**src/rtl/enc_frame_arbiter.sv**
```systemverilog
// ---------------------------------------------------------------------------
// enc_frame_arbiter
//
// Shares one 8b/10b encoder + CRC framing datapath among NREQ byte-stream
// requesters. One requester owns each frame; ownership rotates round-robin.
// The arbiter drives the encoder input stream: K28.5 SOF, payload bytes,
// K28.5 EOF. After each EOF it idles for GAP_CYCLES so the encoder can emit
// its trailer (K23.7, CRC, closing K28.5) without interference.
//
// Optional feature macro: ENC_ARB_TIMEOUT_EN
//   Defined     : a stalled frame (no transfer for TIMEOUT cycles) is closed
//                 with an EOF and an 'aborted' pulse.
//   Not defined : the frame waits for its owner indefinitely; 'aborted' is 0.
//
// Ports
//   clk        in   1        clock, posedge
//   reset      in   1        synchronous, active-high
//   req_valid  in   NREQ     per-channel payload byte valid
//   req_data   in   NREQ*8   per-channel byte, channel i at [8*i+7:8*i]
//   req_last   in   NREQ     per-channel end-of-frame marker
//   req_ready  out  NREQ     per-channel accept (combinational)
//   grant      out  NREQ     one-hot frame owner, 0 when idle
//   enc_pushin out  1        encoder input strobe
//   enc_startin out 1        encoder frame-active
//   enc_datain out  9        {ctrl, byte}; 9'h1BC = K28.5
//   truncated  out  1        pulse with an EOF forced by MAX_LEN
//   aborted    out  1        pulse with an EOF forced by timeout
//   dbg_state  out  3        current FSM state, for observation only
//
// Handshake: a payload byte moves from channel i in any cycle where
// req_valid[i] & req_ready[i] is high at the rising clock edge. req_ready is
// high only for the frame owner while the FSM is in DATA; a requester must
// hold data/last stable while valid is high and ready is low.
// ---------------------------------------------------------------------------
module enc_frame_arbiter #(
  parameter int NREQ       = 4,
  parameter int MAX_LEN    = 64,
  parameter int GAP_CYCLES = 6,
  parameter int TIMEOUT    = 16
) (
  input  logic              clk,
  input  logic              reset,
  input  logic [NREQ-1:0]   req_valid,
  input  logic [NREQ*8-1:0] req_data,
  input  logic [NREQ-1:0]   req_last,
  output logic [NREQ-1:0]   req_ready,
  output logic [NREQ-1:0]   grant,
  output logic              enc_pushin,
  output logic              enc_startin,
  output logic [8:0]        enc_datain,
  output logic              truncated,
  output logic              aborted,
  output logic [2:0]        dbg_state
);

  localparam int CNT_W = $clog2(MAX_LEN + 1);
  localparam int GAP_W = $clog2(GAP_CYCLES + 1);
  localparam int PTR_W = (NREQ > 1) ? $clog2(NREQ) : 1;

  localparam logic [2:0] S_IDLE = 3'd0;
  localparam logic [2:0] S_SOF  = 3'd1;
  localparam logic [2:0] S_DATA = 3'd2;
  localparam logic [2:0] S_EOF  = 3'd3;
  localparam logic [2:0] S_GAP  = 3'd4;

  localparam logic [8:0] K28_5 = 9'h1BC;

  // ------------------------------------------------------------------------
  // State
  // ------------------------------------------------------------------------
  logic [2:0]       state_q, state_d;
  logic [PTR_W-1:0] rr_q, rr_d;
  logic [NREQ-1:0]  grant_q, grant_d;
  logic [CNT_W-1:0] cnt_q, cnt_d;
  logic [GAP_W-1:0] gap_q, gap_d;
  logic             push_q, push_d;
  logic             start_q, start_d;
  logic [8:0]       data_q, data_d;
  logic             trunc_q, trunc_d;
  logic             trunc_pend_q, trunc_pend_d;
  logic             abort_q, abort_d;

`ifdef ENC_ARB_TIMEOUT_EN
  localparam int ST_W = $clog2(TIMEOUT + 1);
  logic [ST_W-1:0] stall_q, stall_d;
  logic            abort_pend_q, abort_pend_d;
`endif

  // ------------------------------------------------------------------------
  // Round-robin pick: first valid channel strictly after rr_q, wrapping.
  // rr_q itself is examined last so the previous owner has lowest priority.
  // ------------------------------------------------------------------------
  logic             pick_found;
  logic [PTR_W-1:0] pick_idx;
  logic [NREQ-1:0]  pick_oh;
  logic [PTR_W:0]   cand_sum;
  logic [PTR_W-1:0] cand;

  always_comb begin
    pick_found = 1'b0;
    pick_idx   = '0;
    pick_oh    = '0;
    cand_sum   = '0;
    cand       = '0;
    for (int i = 1; i <= NREQ; i++) begin
      cand_sum = {1'b0, rr_q} + (PTR_W+1)'(i);
      if (cand_sum >= (PTR_W+1)'(NREQ)) begin
        cand_sum = cand_sum - (PTR_W+1)'(NREQ);
      end
      cand = cand_sum[PTR_W-1:0];
      if (!pick_found && req_valid[cand]) begin
        pick_found = 1'b1;
        pick_idx   = cand;
      end
    end
    if (pick_found) begin
      pick_oh[pick_idx] = 1'b1;
    end
  end

  // ------------------------------------------------------------------------
  // Owner view. rr_q always holds the current owner's index while a frame is
  // in progress, so it doubles as the payload mux select.
  // ------------------------------------------------------------------------
  logic       in_data;
  logic       own_valid;
  logic       own_last;
  logic [7:0] own_data;
  logic       xfer;
  logic       at_cap;

  assign in_data   = (state_q == S_DATA);
  assign own_valid = req_valid[rr_q];
  assign own_last  = req_last[rr_q];
  assign own_data  = req_data[{rr_q, 3'b000} +: 8];
  assign xfer      = in_data & own_valid;
  assign at_cap    = (cnt_q == CNT_W'(MAX_LEN - 1));

  assign req_ready = in_data ? grant_q : '0;

  // ------------------------------------------------------------------------
  // Next-state logic
  // ------------------------------------------------------------------------
  always_comb begin
    state_d      = state_q;
    rr_d         = rr_q;
    grant_d      = grant_q;
    cnt_d        = cnt_q;
    gap_d        = gap_q;
    push_d       = push_q;
    start_d      = start_q;
    data_d       = data_q;
    trunc_d      = 1'b0;
    trunc_pend_d = trunc_pend_q;
    abort_d      = 1'b0;
`ifdef ENC_ARB_TIMEOUT_EN
    stall_d      = stall_q;
    abort_pend_d = abort_pend_q;
`endif

    case (state_q)
      S_IDLE: begin
        push_d  = 1'b0;
        start_d = 1'b0;
        if (pick_found) begin
          grant_d = pick_oh;
          rr_d    = pick_idx;
          state_d = S_SOF;
        end
      end

      S_SOF: begin
        push_d       = 1'b1;
        start_d      = 1'b1;
        data_d       = K28_5;
        cnt_d        = '0;
        trunc_pend_d = 1'b0;
`ifdef ENC_ARB_TIMEOUT_EN
        stall_d      = '0;
        abort_pend_d = 1'b0;
`endif
        state_d      = S_DATA;
      end

      S_DATA: begin
        start_d = 1'b1;
        push_d  = xfer;
        if (xfer) begin
          // ctrl bit forced low: payload can never alias a K character.
          data_d = {1'b0, own_data};
          cnt_d  = cnt_q + CNT_W'(1);
          if (own_last || at_cap) begin
            state_d      = S_EOF;
            // A natural end on the very byte that hits the cap is not a
            // truncation; only a cap-forced end is flagged.
            trunc_pend_d = at_cap & ~own_last;
          end
        end
`ifdef ENC_ARB_TIMEOUT_EN
        if (xfer) begin
          stall_d = '0;
        end else if (stall_q == ST_W'(TIMEOUT - 1)) begin
          // This is the TIMEOUT-th consecutive idle cycle: close the frame.
          state_d      = S_EOF;
          abort_pend_d = 1'b1;
        end else begin
          stall_d = stall_q + ST_W'(1);
        end
`endif
      end

      S_EOF: begin
        push_d  = 1'b1;
        start_d = 1'b1;
        data_d  = K28_5;
        trunc_d = trunc_pend_q;
`ifdef ENC_ARB_TIMEOUT_EN
        abort_d = abort_pend_q;
`endif
        gap_d   = '0;
        state_d = S_GAP;
      end

      S_GAP: begin
        grant_d = '0;
        push_d  = 1'b0;
        start_d = 1'b0;
        if (gap_q == GAP_W'(GAP_CYCLES - 1)) begin
          state_d = S_IDLE;
        end else begin
          gap_d = gap_q + GAP_W'(1);
        end
      end

      default: begin
        state_d = S_IDLE;
        grant_d = '0;
        push_d  = 1'b0;
        start_d = 1'b0;
      end
    endcase
  end

  // ------------------------------------------------------------------------
  // Registers. Reset drops any frame in flight without sending an EOF.
  // ------------------------------------------------------------------------
  always_ff @(posedge clk) begin
    if (reset) begin
      state_q      <= S_IDLE;
      rr_q         <= PTR_W'(NREQ - 1);
      grant_q      <= '0;
      cnt_q        <= '0;
      gap_q        <= '0;
      push_q       <= 1'b0;
      start_q      <= 1'b0;
      data_q       <= 9'h000;
      trunc_q      <= 1'b0;
      trunc_pend_q <= 1'b0;
      abort_q      <= 1'b0;
`ifdef ENC_ARB_TIMEOUT_EN
      stall_q      <= '0;
      abort_pend_q <= 1'b0;
`endif
    end else begin
      state_q      <= state_d;
      rr_q         <= rr_d;
      grant_q      <= grant_d;
      cnt_q        <= cnt_d;
      gap_q        <= gap_d;
      push_q       <= push_d;
      start_q      <= start_d;
      data_q       <= data_d;
      trunc_q      <= trunc_d;
      trunc_pend_q <= trunc_pend_d;
      abort_q      <= abort_d;
`ifdef ENC_ARB_TIMEOUT_EN
      stall_q      <= stall_d;
      abort_pend_q <= abort_pend_d;
`endif
    end
  end

  assign grant       = grant_q;
  assign enc_pushin  = push_q;
  assign enc_startin = start_q;
  assign enc_datain  = data_q;
  assign truncated   = trunc_q;
  assign aborted     = abort_q;
  assign dbg_state   = state_q;

endmodule

```
**config.mk**
```make
export PLATFORM = sky130hd
export DESIGN_NAME = enc_frame_arbiter
export DESIGN_NICKNAME = d
export VERILOG_FILES = /design/src/rtl/enc_frame_arbiter.sv
export SDC_FILE = /design/constraint.sdc
export NUM_CORES = 1
export LEC_CHECK = 0
export ABC_CLOCK_PERIOD_IN_PS = 1550
export CORE_AREA = 5 5 60 89
export DETAILED_ROUTE_END_ITERATION = 7
export DIE_AREA = 0 0 65 94
export HOLD_SLACK_MARGIN = 0.08
export PLACE_DENSITY = 0.76
export SKIP_LAST_GASP = 1
export SLEW_MARGIN = 20
export SYNTH_ARGS = -nofsm -noshare
export SYNTH_HDL_FRONTEND = slang
export SYNTH_SLANG_ARGS = --single-unit
```
**constraint.sdc**
```tcl
create_clock -name clk -period 1.55 [get_ports clk]
set_input_delay 0.155 -clock clk [delete_from_list [all_inputs] [get_ports clk]]
set_output_delay 0.155 -clock clk [all_outputs]
set_load 0.02 [all_outputs]
```
==> results_dict.tcl <==
set metrics [dict create \
    h-tree-depth 2 \
    min_period_over_period 1.061 \
    p_total_w 0.004272 \
    fin_hold_ws_ns 0.4655 \
    dieArea_um2 6110 \
    hold_violations 0 \
    r2r_cells 5 \
    skew_ns 0.003797 \
    clock-sinks 32 \
    portBuffers 64 \
    first_pass_iters 4 \
    root_buffer "clkbuf_8" \
    maxCapViolations 0 \
    setup_ws_ns -0.09500 \
    rsz0062_at_grt "yes" \
    r2r_setup_slack_ns -0.09 \
    chipWidth_um 65 \
    drv_slew 0 \
    setup_viol 19 \
    grt_pass1_vias 1783 \
    drc 0 \
    die_y_um 94 \
    synth_compound_area_frac 0.1353 \
    num_vias 1795 \
    clkTransAtPathRegs_ns 0.06 \
    coreArea_um2 4467 \
    synth_mux_area_frac 0.1441 \
    synth_fa_ha_area_frac 0.02206 \
    yosysSeqAreaShare 0.3765 \
    layout_commonest_cell "clkdlybuf4s50_1" \
    fillCellCount 347 \
    antenna_left 0 \
    cts_buffers 5 \
    finalSetupTns_ns -1.116 \
    hold_path_class "flop to flop" \
    synth_top_family_by_area "simple AND/OR/NAND/NOR gates" \
    postSynthAreaPerCell_um2 8.956 \
    clockBufferDepth 2 \
    dp_slack_ns -0.3308 \
    synthesis.area_um2 1702 \
    clock.fmax_ghz 0.6079 \
    fin_nets 326 \
    fin_crit_ns 1.645 \
    ys_seq_elements 32 \
    reg2reg_to "cnt_q[6]$_SDFFE_PP0P_" \
    outcome "complete, but fails checks" \
    syn2layout_area_growth_pct 65.15 \
    startpoint_type "flop" \
    wl_per_cell_um 15.66 \
    violations "negative setup slack" \
    ios 66 \
    grt_pass1_wl_um 8197 \
    crit_type "flop to flop" \
    required_ns 1.72 \
    vias_per_cell 5.439 \
    critPathLaunch "rr_q[1]$_SDFFE_PP1P_" \
    antenna_found_initial 0 \
    crit_path_end_kind "flop" \
    wirelength_um 5167 \
    diodes 0 \
    grt_max_degree 19 \
    utilization 0.6291 \
    synth_xor_xnor_area_share 0.02574 \
    synth_simple_gate_area_frac 0.2434 \
    first_iter_violations 43 \
    start_util 0.3810 \
    row_count 30 \
    gr-usage-all-layers 0.1739 \
    cp_max_fo 6 \
    ctsHoldBuffers 0 \
    power_density_nw_per_um2 1520 \
    syn_nets 235 \
    place.gp.congestion 0.8710 \
    synth-warning-count 0 \
    final_layout_size_suffix_gt1_frac 0.2979 \
    cts_tree "yes" \
    gr-total-overflow 0 \
    cp-endpoint "cnt_q[6]$_SDFFE_PP0P_" \
    r2r-start "rr_q[1]$_SDFFE_PP1P_" \
    cp.arrival_ns 1.81 \
    peakVddDrop_mv 0.7349 \
    final_cell_mix "clkdlybuf4s50_1 (57), dfxtp_1 (27), buf_4 (26)" \
    ys_types 42 \
    p_leak_nw 1.093 \
    place_hpwl_um 3828 \
    clock_latency_ns 0.28 \
    synthCells 190 \
]
how the worst min path moves through the flow:
stage	from	to	slack (ns)	depth (start not counted)
detailed placement	grant[3]$_SDFFE_PP0P_	grant[3]$_SDFFE_PP0P_	0.46	2
CTS	grant[3]$_SDFFE_PP0P_	grant[3]$_SDFFE_PP0P_	0.47	2
global placement	enc_datain[6]$_SDFFE_PP0P_	enc_datain[6]$_SDFFE_PP0P_	0.45	2
global route	enc_datain[7]$_SDFFE_PP0P_	enc_datain[7]$_SDFFE_PP0P_	0.50	2
floorplan	gap_q[1]$_SDFFE_PP0P_	gap_q[1]$_SDFFE_PP0P_	0.45	2
finish	grant[0]$_SDFFE_PP0P_	grant[0]$_SDFFE_PP0P_	0.47	2
where the power goes:
part	internal (W)	switching [W]	leakage, nW
registers	0.00102	0.000128	0.262
clock network	0.000362	0.000291	0.0455
logic	0.00129	0.00118	0.785
flip-flops by register name, summed over array words and instances, names as in the netlist:
name	cells
enc_datain	9
cnt_q	7
grant	4
dbg_state	3
gap_q	3
rr_q	2
enc_pushin	1
enc_startin	1
trunc_pend_q	1
truncated	1
per-layer routing:
metal / wire (um) / global-route usage / vias up
met5: 0 / 0 / -
met4: 183 / 0.09700 / 0
met3: 225 / 0.03234 / 14
met2: 2807 / 0.3091 / 63
met1: 1950 / 0.1899 / 859
li1: - / - / 859
cell usage after synthesis:
master     number  share of area
a2111oi_0       1         0.0051
a211oi_1        1         0.0044
a21oi_1        18          0.053
a21oi_2         1         0.0051
a31oi_1         7          0.026
a32oi_1         1         0.0051
and2_1          5          0.018
and4_1          2          0.010
buf_2           3         0.0088
buf_4           2         0.0088
buf_6           2          0.013
clkbuf_1        5          0.011
conb_1          1         0.0022
dfxtp_1        32           0.38
ha_1            3          0.022
inv_1           3         0.0066
inv_2           1         0.0022
mux2i_1         2          0.012
mux4_2         10           0.13
nand2_1        29          0.064
nand2b_1        5          0.018
nand3_1         5          0.015
nand4_1         1         0.0037
nor2_1         18          0.040
nor2b_1         3          0.011
nor3_1          3         0.0088
nor3b_1         1         0.0044
nor3b_4         1          0.011
nor4b_1         1         0.0051
o211ai_1        1         0.0044
o21a_1          1         0.0044
o21ai_0         1         0.0029
o21ai_1         5          0.015
o21ai_2         1         0.0051
o221ai_1        1         0.0051
or2_2           1         0.0037
or3_1           4          0.015
or3b_1          1         0.0051
or4_1           1         0.0044
or4b_1          1         0.0059
xnor2_1         4          0.021
xor2_1          1         0.0051
area by class of cell:
type / instances / area (um2) / share of cell area
multi-input combinational: 142 / 1091 / 0.3882
inverter: 4 / 15.01 / 0.005343
tap: 48 / 60.06 / 0.02137
clock buffer: 8 / 90.09 / 0.03206
sequential: 32 / 649.4 / 0.2311
timing repair buffer: 96 / 904.6 / 0.3219
critical path, cell delays in order (launching register included):
cell     delay (ns)
dfxtp_4        0.39
mux4_2         0.57
a21oi_4        0.28
nor2_1         0.10
xnor2_1        0.15
nor2_1         0.05
stage by stage:
stage / cells / cell area, um2
floorplan: 190 / 1720
global placement: 316 / 2554
detailed placement: 316 / 2554
CTS: 327 / 2753
global route: 330 / 2810
finish: 330 / 2810
logic make-up after synthesis:
family / Yosys count
flip-flops: 32
AND/OR/NAND/NOR: 82
AO/OA/AOI/OAI: 39
multiplexers: 12
adder cells (fa/ha/maj): 3
buffers and inverters: 16
other: 1
XOR/XNOR: 5
repair_timing:
action	CTS	global route
setup buffers	3	3
pin swaps	13	8
endpoints found under the setup margin	27	32
resized for setup	28	19
Note: power is estimated with default switching activity, not from simulation.
